[src/rtl/rr_arbiter_16_pkg.sv]
// rr_arbiter_16 shared types and constants.
// State encoding, sizes and the priority-encoder helper.
package rr_arbiter_16_pkg;

  localparam int NUM_REQ = 16;
  localparam int ID_W    = 4;

  typedef enum logic [1:0] {
    IDLE  = 2'd0,
    GRANT = 2'd1,
    GAP   = 2'd2
  } state_t;

  // Lowest set bit wins; zero when nothing is set.
  function automatic logic [ID_W-1:0] first_set(
    input logic [NUM_REQ-1:0] v
  );
    first_set = '0;
    for (int i = NUM_REQ - 1; i >= 0; i--) begin
      if (v[i]) first_set = ID_W'(i);
    end
  endfunction

endpackage

[src/rtl/rr_arbiter_16_if.sv]
// Request/grant bundle between requesters and rr_arbiter_16.
// The master side drives requests, the slave side drives grants.
interface rr_arbiter_16_if;
  import rr_arbiter_16_pkg::*;

  logic [NUM_REQ-1:0] req;
  logic               done;
  logic [NUM_REQ-1:0] grant;
  logic [ID_W-1:0]    grant_id;
  logic               grant_valid;
  logic               timeout;

  modport master (
    output req, done,
    input  grant, grant_id, grant_valid, timeout
  );

  modport slave (
    input  req, done,
    output grant, grant_id, grant_valid, timeout
  );

endinterface

[src/rtl/four_to_sixteen_decoder.sv]
// 4-to-16 one-hot decoder with enable.
// Output is all-zero while en is low.
module four_to_sixteen_decoder (
  input  logic [3:0]  a,
  input  logic        en,
  output logic [15:0] y
);

  always_comb begin
    y = '0;
    if (en) y[a] = 1'b1;
  end

endmodule

[src/rtl/rr_arbiter_16.sv]
// 16-way round-robin arbiter with hold timeout and one-cycle gap.
// Grant is decoded from the registered owner index.
module rr_arbiter_16 #(
  parameter int MAX_HOLD = 255,
  parameter int HOLD_W   = 8
) (
  input logic        clk,
  input logic        rst_n,
  rr_arbiter_16_if.slave bus
);
  import rr_arbiter_16_pkg::*;

  localparam logic [HOLD_W-1:0] LIMIT =
    HOLD_W'(MAX_HOLD - 1);

  state_t             state, state_d;
  logic [ID_W-1:0]    ptr, ptr_d;
  logic [ID_W-1:0]    grant_id, id_d;
  logic [ID_W-1:0]    win;
  logic [HOLD_W-1:0]  hold_cnt, hold_d;
  logic               grant_valid, vld_d;
  logic               timeout, to_d;
  logic [NUM_REQ-1:0] rot;
  logic               hit, rel;

  // Rotate so ptr lands on bit 0, then pick the lowest set bit.
  always_comb begin
    rot = NUM_REQ'({bus.req, bus.req} >> ptr);
    win = ptr + first_set(rot);
  end

  always_comb begin
    hit = (MAX_HOLD != 0) && (hold_cnt == LIMIT);
    rel = bus.done || !bus.req[grant_id] || hit;
  end

  always_ff @(posedge clk or negedge rst_n) begin
    if (!rst_n) begin
      state       <= IDLE;
      ptr         <= '0;
      hold_cnt    <= '0;
      grant_id    <= '0;
      grant_valid <= 1'b0;
      timeout     <= 1'b0;
    end else begin
      state       <= state_d;
      ptr         <= ptr_d;
      hold_cnt    <= hold_d;
      grant_id    <= id_d;
      grant_valid <= vld_d;
      timeout     <= to_d;
    end
  end

  always_comb begin
    state_d = state;
    unique case (state)
      IDLE:    if (|bus.req) state_d = GRANT;
      GRANT:   if (rel) state_d = GAP;
      GAP:     state_d = IDLE;
      default: state_d = IDLE;
    endcase
  end

  always_comb begin
    ptr_d  = ptr;
    hold_d = hold_cnt;
    id_d   = grant_id;
    vld_d  = grant_valid;
    to_d   = 1'b0;
    unique case (state)
      IDLE: begin
        if (|bus.req) begin
          id_d   = win;
          vld_d  = 1'b1;
          hold_d = '0;
        end
      end
      GRANT: begin
        if (rel) begin
          ptr_d = grant_id + 4'd1;
          id_d  = '0;
          vld_d = 1'b0;
          to_d  = hit;
        end else if (hold_cnt != '1) begin
          hold_d = hold_cnt + 1'b1;
        end
      end
      default: ;
    endcase
  end

  four_to_sixteen_decoder u_dec (
    .a  (grant_id),
    .en (grant_valid),
    .y  (bus.grant)
  );

  assign bus.grant_id    = grant_id;
  assign bus.grant_valid = grant_valid;
  assign bus.timeout     = timeout;

endmodule

[src/flat_wrapper.sv]
// flat-port wrapper written by rule: the top's interface ports become plain ports
module rr_arbiter_16_flat import rr_arbiter_16_pkg::*;
#(
  parameter int MAX_HOLD = 255,
  parameter int HOLD_W   = 8
)
  (clk, rst_n, bus_req, bus_done, bus_grant, bus_grant_id, bus_grant_valid, bus_timeout);
  rr_arbiter_16_if bus_i ();
  input logic clk;
  input logic rst_n;
  input wire logic [$bits(bus_i.req)-1:0] bus_req;
  input wire logic [$bits(bus_i.done)-1:0] bus_done;
  output wire logic [$bits(bus_i.grant)-1:0] bus_grant;
  output wire logic [$bits(bus_i.grant_id)-1:0] bus_grant_id;
  output wire logic [$bits(bus_i.grant_valid)-1:0] bus_grant_valid;
  output wire logic [$bits(bus_i.timeout)-1:0] bus_timeout;
  assign bus_i.req = bus_req;
  assign bus_i.done = bus_done;
  assign bus_grant = bus_i.grant;
  assign bus_grant_id = bus_i.grant_id;
  assign bus_grant_valid = bus_i.grant_valid;
  assign bus_timeout = bus_i.timeout;
  rr_arbiter_16 #(.MAX_HOLD(MAX_HOLD), .HOLD_W(HOLD_W)) u_core (.clk(clk), .rst_n(rst_n), .bus(bus_i));
endmodule
[config.mk]
export PLATFORM = sky130hd
export DESIGN_NAME = rr_arbiter_16_flat
export DESIGN_NICKNAME = d
export VERILOG_FILES = /design/src/rtl/rr_arbiter_16_pkg.sv /design/src/rtl/rr_arbiter_16_if.sv /design/src/rtl/four_to_sixteen_decoder.sv /design/src/rtl/rr_arbiter_16.sv /design/src/flat_wrapper.sv
export SDC_FILE = /design/constraint.sdc
export NUM_CORES = 1
export LEC_CHECK = 0
export ABC_AREA = 1
export BUFFER_PORTS_ARGS = -buffer_cell sky130_fd_sc_hd__buf_2
export CORE_ASPECT_RATIO = 0.6
export CORE_MARGIN = 3
export CORE_UTILIZATION = 44
export DETAILED_ROUTE_END_ITERATION = 10
export HOLD_SLACK_MARGIN = 0.12
export SLEW_MARGIN = 20
export SYNTH_ARGS = -nofsm -noshare
export SYNTH_HDL_FRONTEND = slang
export SYNTH_SLANG_ARGS = --single-unit
[constraint.sdc]
create_clock -name clk -period 3.2 [get_ports clk]
set_clock_uncertainty 0.1 [all_clocks]
set_input_delay 0.32 -clock clk [delete_from_list [all_inputs] [get_ports clk]]
set_output_delay 0.32 -clock clk [all_outputs]
set_load 0.005 [all_outputs]
==> reports/results.tsv, run 1 <==
metric	value	unit
io_buffers	40	
setup_viol	0	
status	finished clean	
cp.arrival	3.18	ns
wl_met1	4370	µm
power_frac_seq	13.3	%
synth-seq-cells	20	
antenna_found_initial	0	
wl_met2	2680	µm
crit_family	simple AND/OR/NAND/NOR gates	
swShare	55.8	%
avgSynthCellArea	6.42	µm²
num_rows	20	
die_h	64.5	µm
layout_common_cells	nand2_1, nor2_1, nand3_1, buf_2, inv_1	
synthesis.nets	420	
fin_nets	474	
pre_cts_slack	0.0233	ns
synth_top_family_by_area	simple AND/OR/NAND/NOR gates	
setup_ws	0.0651	ns
drt-initial-drc-count	239	
crit_chain	buf_12, nand2_4, nand3_1, nand2_1, inv_2, nand2_2, nand2_2, inv_2, nand2_1, o21ai_2, buf_4, nand2_1, nor2_2, inv_1, a21oi_1, nor2_1, ha_1, a21oi_1, nand2_2, xor2_2, xnor2_2, o22ai_2	
final_common_cell	nand2_1	
grt_max_degree	21	
fin_area	0.00314	mm²
synthAdderAreaFrac	5.28	%
dieArea	0.00668	mm²
die_w	104	µm
start_util	47.5	%
clockRootBuffer	clkbuf_8	
pwr-share-clk	5.8	%
combPwrFrac	80.9	%
synth_edf_count	0	
core_area	0.00528	mm²
diodes	0	
wl_per_cell	14.9	µm
regArea	502	µm²
period_share	98.0	%
r2r_slack	0.07	ns
syn2layout_area_growth	25.2	%
synth_cell_types	39	
synth_compound_area_share	13.1	%
synth.cell_area	0.00251	mm²
dp_hpwl	6040	µm
pin_count	41	
routabilityCongestion	0.926	
r2r_end	u_core.bus.grant_id[3]$_DFFE_PN0P_	
rsz0062_at_grt	true	
fill_cells	516	
crit_buf_inv	5	
tightest_slew	0.568	ns
total_power	3.43	mW
clock.fmax	319	MHz
hold_start	bus_done	
cts_sinks	20	
cts_buffers	3	
yosys_warnings	0	
gr-usage-all-layers	23.0	%
period_minus_slack	3.13	ns
wirelength	7750	µm
vias	2764	
drc	0	
syn_inst	391	
worstSetupPathType	reg -> reg	
ys_async_sr_fraction	100	%
placed_area	0.00276	mm²
slew_viol_final	0	
p_switching	1.91	mW
htreeDepth	1	
crit_path_end_kind	flop	
ant_nets	0	
p_leak	1.57	nW
clkTransAtPathRegs	0.08	ns
ir_worst_vdd	0.392	mV
via_per_inst	5.31	
gr-total-overflow	0	
seq_area_frac_synth	19.9	%
routed.top_layer	met4	
crit_fanout	8	
yosys.area_share.simple	47.8	%
cts_tree	yes	
worst_hold_path.endpoint	u_core.state[0]$_DFFE_PN0P_	
reg2reg_depth	22	
first_pass_iters	5	
cts_buffer_depth	2	
slew_headroom	62.1	%
finalSetupTns	0	ns
synthFlopType	dfrtp_1	
wl_met3	677	µm
powerDensity	1090	mW/mm²
hold_depth	4	
synth-xor-area-share	1.74	%
cp_slowest_cell	dfrtp_2	
hold_viol	0	
slowest_delay	0.53	ns
worst_hold_path_type	in -> reg	
r2r_start	u_core.ptr[0]$_DFFE_PN0P_	
cp.required	3.24	ns
p_int	1.51	mW
synth.mux.area_fraction	0	%
drive_gt1_share	34.9	%
clk_latency	0.26	ns
worstSetupStartpointType	flop	
max_cap_violations	0	
grt_pass1_vias	2400	
multiInputGateArea	0.00190	mm²
grt_first_pass_wirelength	12400	µm
[registers in the layout (all words and copies together), names as in the netlist]
register / count
u_core.bus.grant_id: 4
u_core.bus.timeout: 1
u_core.bus.grant_valid: 1
u_core.state: 2
u_core.ptr: 4
u_core.hold_cnt: 8
[per-stage QoR]
stage / util, % / cells / hold slack [ns]
after floorplan: - / 391 / -0.0756
after global placement: 52.2 / 504 / 0.202
after detailed placement: 52.2 / 504 / 0.201
after CTS: 53.5 / 509 / 0.266
after global routing: 59.5 / 521 / 0.299
final: 59.5 / 521 / 0.271
[logic make-up after synthesis]
group | Yosys count
buffers and inverters | 56
AO/OA/AOI/OAI | 57
adder cells (fa/ha/maj) | 10
AND/OR/NAND/NOR | 243
XOR/XNOR | 5
flip-flops | 20
[area by class of cell]
type | instances | area share, %
multi-input cells | 315 | 60.4
flip-flops and latches | 20 | 16.0
repair buffers | 62 | 13.1
inverters | 42 | 5.50
well taps | 77 | 3.07
clock buffers | 4 | 1.75
repair inverters | 1 | 0.279
[worst max path at each step]
stage / slack (ns) / endpoint / cells after the start / start
2_1_floorplan: 0.38 / u_core.bus.grant_id[3]$_DFFE_PN0P_ / 21 / u_core.ptr[0]$_DFFE_PN0P_
3_3_place_gp: -0.03 / u_core.bus.grant_id[3]$_DFFE_PN0P_ / 18 / u_core.ptr[0]$_DFFE_PN0P_
3_5_place_dp: 0.02 / u_core.bus.grant_id[3]$_DFFE_PN0P_ / 18 / u_core.ptr[0]$_DFFE_PN0P_
4_1_cts: 0.0008 / u_core.bus.grant_id[3]$_DFFE_PN0P_ / 18 / u_core.ptr[0]$_DFFE_PN0P_
5_1_grt: -0.14 / u_core.bus.grant_id[3]$_DFFE_PN0P_ / 27 / u_core.ptr[0]$_DFFE_PN0P_
6_report: 0.07 / u_core.bus.grant_id[3]$_DFFE_PN0P_ / 22 / u_core.ptr[0]$_DFFE_PN0P_
[Yosys cell counts, types with 2 or more instances]
| cell type | n | area [µm²] |
|---|---|---|
| nor2_1 | 43 | 161 |
| xnor2_1 | 3 | 26.3 |
| nand3_2 | 15 | 150 |
| nand4_1 | 3 | 18.8 |
| xor2_1 | 2 | 17.5 |
| o22ai_1 | 4 | 25.0 |
| inv_1 | 35 | 131 |
| nor3_1 | 3 | 15.0 |
| ha_1 | 9 | 113 |
| dfrtp_1 | 20 | 500 |
| nand2_2 | 7 | 43.8 |
| a21oi_1 | 9 | 45.0 |
| a31oi_1 | 2 | 12.5 |
| nand3b_1 | 2 | 15.0 |
| o21ai_1 | 8 | 40.0 |
| inv_2 | 4 | 15.0 |
| buf_4 | 4 | 30.0 |
| nand2_4 | 8 | 90.1 |
| nand2_1 | 96 | 360 |
| o21ai_0 | 25 | 125 |
| nor4_1 | 4 | 25.0 |
| nand3_1 | 58 | 290 |
| buf_6 | 5 | 56.3 |
| and2_1 | 2 | 12.5 |
| o21ai_2 | 6 | 52.6 |
[per-layer routing]
metal | vias up | GRT usage, %
li1 | 1394 | -
met1 | 1246 | 38.6
met2 | 119 | 27.7
met3 | 5 | 7.16
met4 | 0 | 1.82
met5 | - | 0
[tightest hold or removal path: cells and delay by family]
family / cells / cell delay, ns
AND/OR/NAND/NOR: 3 / 0.19
buffers and inverters: 1 / 0.08
[timing repair]
item,in CTS,in global routing
endpoints found under the hold margin,20,0
setup endpoints to repair,0,3
hold buffers,1,0
setup buffers,0,10
gates resized for setup,0,54
[power groups by stage]
| stage | clock network, mW | logic [mW] | registers [mW] |
|---|---|---|---|
| global placement | 0 | 2.33 | 0.445 |
| floorplan | 0 | 1.87 | 0.391 |
| finish | 0.198 | 2.77 | 0.456 |
| detailed placement | 0 | 2.33 | 0.444 |
| CTS | 0.199 | 2.34 | 0.440 |
| global route | 0.211 | 3.10 | 0.468 |
Note: power is estimated with default switching activity, not from simulation.
==> inputs of run 2 (changes only) <==
--- a/config.mk
+++ b/config.mk
@@ -12,6 +12,7 @@
 export CORE_UTILIZATION = 44
 export DETAILED_ROUTE_END_ITERATION = 10
 export HOLD_SLACK_MARGIN = 0.12
+export PLACE_DENSITY = 0.7
 export SLEW_MARGIN = 20
 export SYNTH_ARGS = -nofsm -noshare
 export SYNTH_HDL_FRONTEND = slang
==> reports/results.tsv, run 2 (same netlist as run 1, synthesis figures left out) <==
metric	value	unit
status	finished clean	
grt_pass1_vias	2361	
grt_first_pass_wirelength	11700	µm
worst_hold_path_type	in -> reg	
num_rows	20	
r2r_slack	0.04	ns
syn2layout_area_growth	21.2	%
fin_nets	471	
hold_start	bus_done	
slowest_delay	0.54	ns
dp_hpwl	5720	µm
r2r_start	u_core.ptr[0]$_DFFE_PN0P_	
htreeDepth	1	
finalSetupTns	0	ns
regMostFlops	u_core.hold_cnt	
layout_common_cells	nand2_1, nor2_1, nand3_1, buf_2, inv_1	
worstSetupStartpointType	flop	
cp.arrival	3.20	ns
regArea	503	µm²
antenna_found_initial	0	
worstSetupPathType	reg -> reg	
reg2reg_depth	23	
p_leak	1.53	nW
die_w	104	µm
setup_ws	0.0415	ns
routabilityCongestion	0.918	
max_cap_violations	0	
vias	2875	
first_pass_iters	5	
clkTransAtPathRegs	0.07	ns
cp.required	3.24	ns
largest_reg_flops	8	
worst_hold_path.endpoint	u_core.state[0]$_DFFE_PN0P_	
hold_depth	4	
ir_worst_vdd	0.386	mV
start_util	47.5	%
r2r_end	u_core.bus.grant_id[1]$_DFFE_PN0P_	
largestRegisters	u_core.hold_cnt (8), u_core.bus.grant_id (4), u_core.ptr (4)	
io_buffers	40	
cts_buffer_depth	2	
crit_buf_inv	2	
crit_chain	clkinv_8, buf_4, nand2_4, nand3_1, nand3_1, nand2_2, o21ai_2, nand2_1, nand2_1, nand2_1, nand2_1, nand2_1, nand2_1, nand2_1, nand2_1, nand2_1, nand2_1, nand2_2, a21oi_2, ha_2, fa_1, nand2_1, o21ai_0	
period_share	98.7	%
path_common_cell	nand2_1	
pin_count	41	
gr-total-overflow	0	
fill_cells	522	
clk_latency	0.26	ns
cts_buffers	3	
core_area	0.00528	mm²
diodes	0	
die_h	64.5	µm
gr-usage-all-layers	21.2	%
slew_viol_final	0	
crit_family	simple AND/OR/NAND/NOR gates	
rsz0062_at_grt	true	
final_util	57.6	%
slew_headroom	70.1	%
drc	0	
clockRootBuffer	clkbuf_8	
setup_viol	0	
crit_path_end_kind	flop	
period_minus_slack	3.16	ns
cts_tree	yes	
wl_per_cell	14.6	µm
pre_cts_slack	0.0428	ns
hold_viol	0	
powerDensity	1090	mW/mm²
dieArea	0.00668	mm²
multiInputGateArea	0.00183	mm²
grt_max_degree	21	
via_per_inst	5.55	
wirelength	7580	µm
crit_fanout	7	
total_power	3.31	mW
final_common_cell	nand2_1	
tightest_slew	0.448	ns
ant_nets	0	
drt-initial-drc-count	307	
drive_gt1_share	32.4	%
clock.fmax	317	MHz
cts_sinks	20	
cp_slowest_cell	dfrtp_2	
run 2: power by group:
part / leakage [nW] / switching (mW) / internal (mW) / total [mW]
clock: 0.0288 / 0.0801 / 0.109 / 0.190
sequential: 0.262 / 0.126 / 0.330 / 0.456
combinational: 1.24 / 1.67 / 0.998 / 2.67
total: 1.53 / 1.88 / 1.44 / 3.31
run 2: layer usage:
metal  vias up  part of all wire, %  track usage (%)
met1      1299                   49             34.2
met4         0                 0.83             1.49
met3        14                   11             5.77
met5         -                    0                0
met2       170                   39             28.4
li1       1392                    -                -
run 2: worst register-to-register path, stage by stage (launching register included):
cell and delay (ns):
dfrtp_2 0.54, clkinv_8 0.12, buf_4 0.16, nand2_4 0.05, nand3_1 0.11, nand3_1 0.12
nand2_2 0.08, o21ai_2 0.16, nand2_1 0.06, nand2_1 0.05, nand2_1 0.04, nand2_1 0.06
nand2_1 0.05, nand2_1 0.05, nand2_1 0.05, nand2_1 0.05, nand2_1 0.05, nand2_1 0.06
nand2_2 0.06, a21oi_2 0.18, ha_2 0.23, fa_1 0.43, nand2_1 0.10, o21ai_0 0.08
run 2: repair_timing:
item,in CTS,in global routing
hold buffers,1,0
setup endpoints to repair,0,3
resized for setup,0,42
buffers inserted,0,10
hold endpoints to repair,20,0
run 2: area by class of cell:
type	count	area share [%]
clock buffers	4	1.81
repair buffers	59	12.3
repair inverters	1	0.288
well taps	77	3.17
flip-flops and latches	20	16.5
inverters	42	5.80
multi-input cells	315	60.2
run 2: metrics by stage:
step | instances | hold slack, ns | instance area [µm²]
6_report | 518 | 0.283 | 3040
5_1_grt | 518 | 0.312 | 3040
4_1_cts | 507 | 0.269 | 2800
3_5_place_dp | 502 | 0.192 | 2730
3_3_place_gp | 502 | 0.189 | 2730
2_1_floorplan | 391 | -0.0756 | 2510
run 2: how the worst max path moves through the flow:
stage                     cells after the start  slack, ns                      start                                 end
after floorplan                              21       0.38  u_core.ptr[0]$_DFFE_PN0P_  u_core.bus.grant_id[3]$_DFFE_PN0P_
after global placement                       23       0.04  u_core.ptr[1]$_DFFE_PN0P_  u_core.bus.grant_id[1]$_DFFE_PN0P_
after detailed placement                     27       0.04  u_core.ptr[0]$_DFFE_PN0P_  u_core.bus.grant_id[3]$_DFFE_PN0P_
after CTS                                    27       0.01  u_core.ptr[0]$_DFFE_PN0P_  u_core.bus.grant_id[3]$_DFFE_PN0P_
after global routing                         23      -0.18  u_core.ptr[0]$_DFFE_PN0P_  u_core.bus.grant_id[2]$_DFFE_PN0P_
final                                        23       0.04  u_core.ptr[0]$_DFFE_PN0P_  u_core.bus.grant_id[1]$_DFFE_PN0P_
==> inputs of run 3 (changes only) <==
--- a/config.mk
+++ b/config.mk
@@ -7,7 +7,7 @@
 export LEC_CHECK = 0
 export ABC_AREA = 1
 export BUFFER_PORTS_ARGS = -buffer_cell sky130_fd_sc_hd__buf_2
-export CORE_ASPECT_RATIO = 0.6
+export CORE_ASPECT_RATIO = 0.9
 export CORE_MARGIN = 3
 export CORE_UTILIZATION = 44
 export DETAILED_ROUTE_END_ITERATION = 10
==> reports/results.tsv, run 3 (same netlist as run 1, synthesis figures left out) <==
metric	value	unit
status	finished clean	
wl_per_cell	14.6	µm
via_per_inst	5.44	
final_common_cell	nand2_1	
drt-initial-drc-count	215	
setup_viol	0	
dieArea	0.00665	mm²
dp_hpwl	5340	µm
cts_buffers	3	
tightest_slew	0.470	ns
clk_latency	0.25	ns
regMostFlops	u_core.hold_cnt	
grt_pass1_vias	2565	
first_pass_iters	5	
largest_reg_flops	8	
fin_area	0.00312	mm²
start_util	46.7	%
cts_buffer_depth	2	
worstSetupStartpointType	flop	
placed_area	0.00272	mm²
worst_hold_path_type	in -> reg	
cp.arrival	3.19	ns
gr-usage-all-layers	20.9	%
period_share	97.5	%
hold_start	bus_done	
routabilityCongestion	0.859	
syn2layout_area_growth	24.1	%
num_rows	25	
clock.fmax	321	MHz
cts_tree	yes	
die_w	85.6	µm
powerDensity	1080	mW/mm²
crit_fanout	7	
r2r_start	u_core.ptr[0]$_DFFE_PN0P_	
clkTransAtPathRegs	0.07	ns
largestRegisters	u_core.hold_cnt (8), u_core.bus.grant_id (4), u_core.ptr (4)	
gr-total-overflow	0	
final_util	57.9	%
hold_viol	0	
wirelength	7380	µm
grt_max_degree	25	
worstSetupPathType	reg -> reg	
ir_worst_vdd	0.409	mV
total_power	3.37	mW
max_cap_violations	0	
crit_path_start	u_core.ptr[0]$_DFFE_PN0P_	
core_area	0.00538	mm²
slew_viol_final	0	
rsz0062_at_grt	true	
antenna_found_initial	0	
fin_nets	470	
cp.required	3.27	ns
ant_nets	0	
cts_sinks	20	
pin_count	41	
grt_first_pass_wirelength	11600	µm
slew_headroom	68.6	%
p_leak	1.54	nW
io_buffers	40	
layout_common_cells	nand2_1, nor2_1, buf_2, nand3_1	
htreeDepth	1	
vias	2752	
finalSetupTns	0	ns
clockRootBuffer	clkbuf_8	
diodes	0	
drive_gt1_share	34.2	%
die_h	77.7	µm
period_minus_slack	3.12	ns
drc	0	
crit_path_end_kind	flop	
[run 3: area by class of cell]
| type | count | area, µm² |
|---|---|---|
| clock buffer | 3 | 41.3 |
| fill | 514 | 2260 |
| inverter | 42 | 176 |
| multi-input combinational | 315 | 1910 |
| sequential | 20 | 502 |
| tap | 67 | 83.8 |
| timing repair buffer | 59 | 407 |
[run 3: worst max-delay path: stages (launching register included)]
cell	delay, ns
dfrtp_2	0.50
buf_12	0.16
clkbuf_16	0.15
nand2_2	0.09
nand3_2	0.10
nand3_2	0.08
nand2_1	0.07
o21ai_2	0.18
nand2_1	0.07
nand2_1	0.05
nand2_1	0.05
nand2_1	0.05
nand2_1	0.05
nand2_1	0.07
nand2_1	0.05
nand2_1	0.06
nand2_1	0.04
nand2_1	0.06
nand2_1	0.06
nand2_2	0.06
a21oi_2	0.05
ha_2	0.21
fa_2	0.38
xnor2_2	0.14
o22ai_1	0.16
[run 3: metrics by stage]
| stage | setup slack (ns) | hold WS (ns) | instances |
|---|---|---|---|
| after floorplan | 0.379 | -0.0756 | 391 |
| after global placement | 0.113 | 0.191 | 492 |
| after detailed placement | 0.0235 | 0.190 | 492 |
| after CTS | 0.00492 | 0.264 | 496 |
| after global routing | -0.135 | 0.291 | 506 |
| final | 0.0801 | 0.268 | 506 |
[run 3: layer usage]
layer | vias to the layer above | routed length [µm] | global-route usage [%]
li1 | 1385 | - | -
met5 | - | 0 | 0
met4 | 0 | 131 | 5.54
met1 | 1282 | 3280 | 28.9
met2 | 74 | 3640 | 34.9
met3 | 11 | 339 | 1.80
[run 3: worst paths after layout]
check                           cells after the start                                 end  slack, ns
worst max-delay path                               24  u_core.bus.grant_id[2]$_DFFE_PN0P_       0.08
worst min-delay path                                4         u_core.state[0]$_DFFE_PN0P_       0.27
worst max register to register                     24  u_core.bus.grant_id[2]$_DFFE_PN0P_       0.08
worst min register to register                      2      u_core.hold_cnt[7]$_DFFE_PN0P_       0.43
max in group asynchronous                           2           u_core.ptr[0]$_DFFE_PN0P_       2.22
min in group asynchronous                           2      u_core.hold_cnt[5]$_DFFE_PN0P_       0.44
[run 3: what timing repair did]
| item | in CTS | in global routing |
|---|---|---|
| hold endpoints to repair | 20 | 0 |
| buffers inserted | 0 | 9 |
| resized for setup | 0 | 63 |
| setup endpoints to repair | 0 | 3 |
| hold buffers | 1 | 0 |
[run 3: report_power, final]
| group | leakage, nW | internal, mW | switching, mW | total, mW |
|---|---|---|---|---|
| sequential | 0.264 | 0.329 | 0.119 | 0.448 |
| clock | 0.0216 | 0.0836 | 0.0765 | 0.160 |
| combinational | 1.26 | 1.09 | 1.68 | 2.77 |
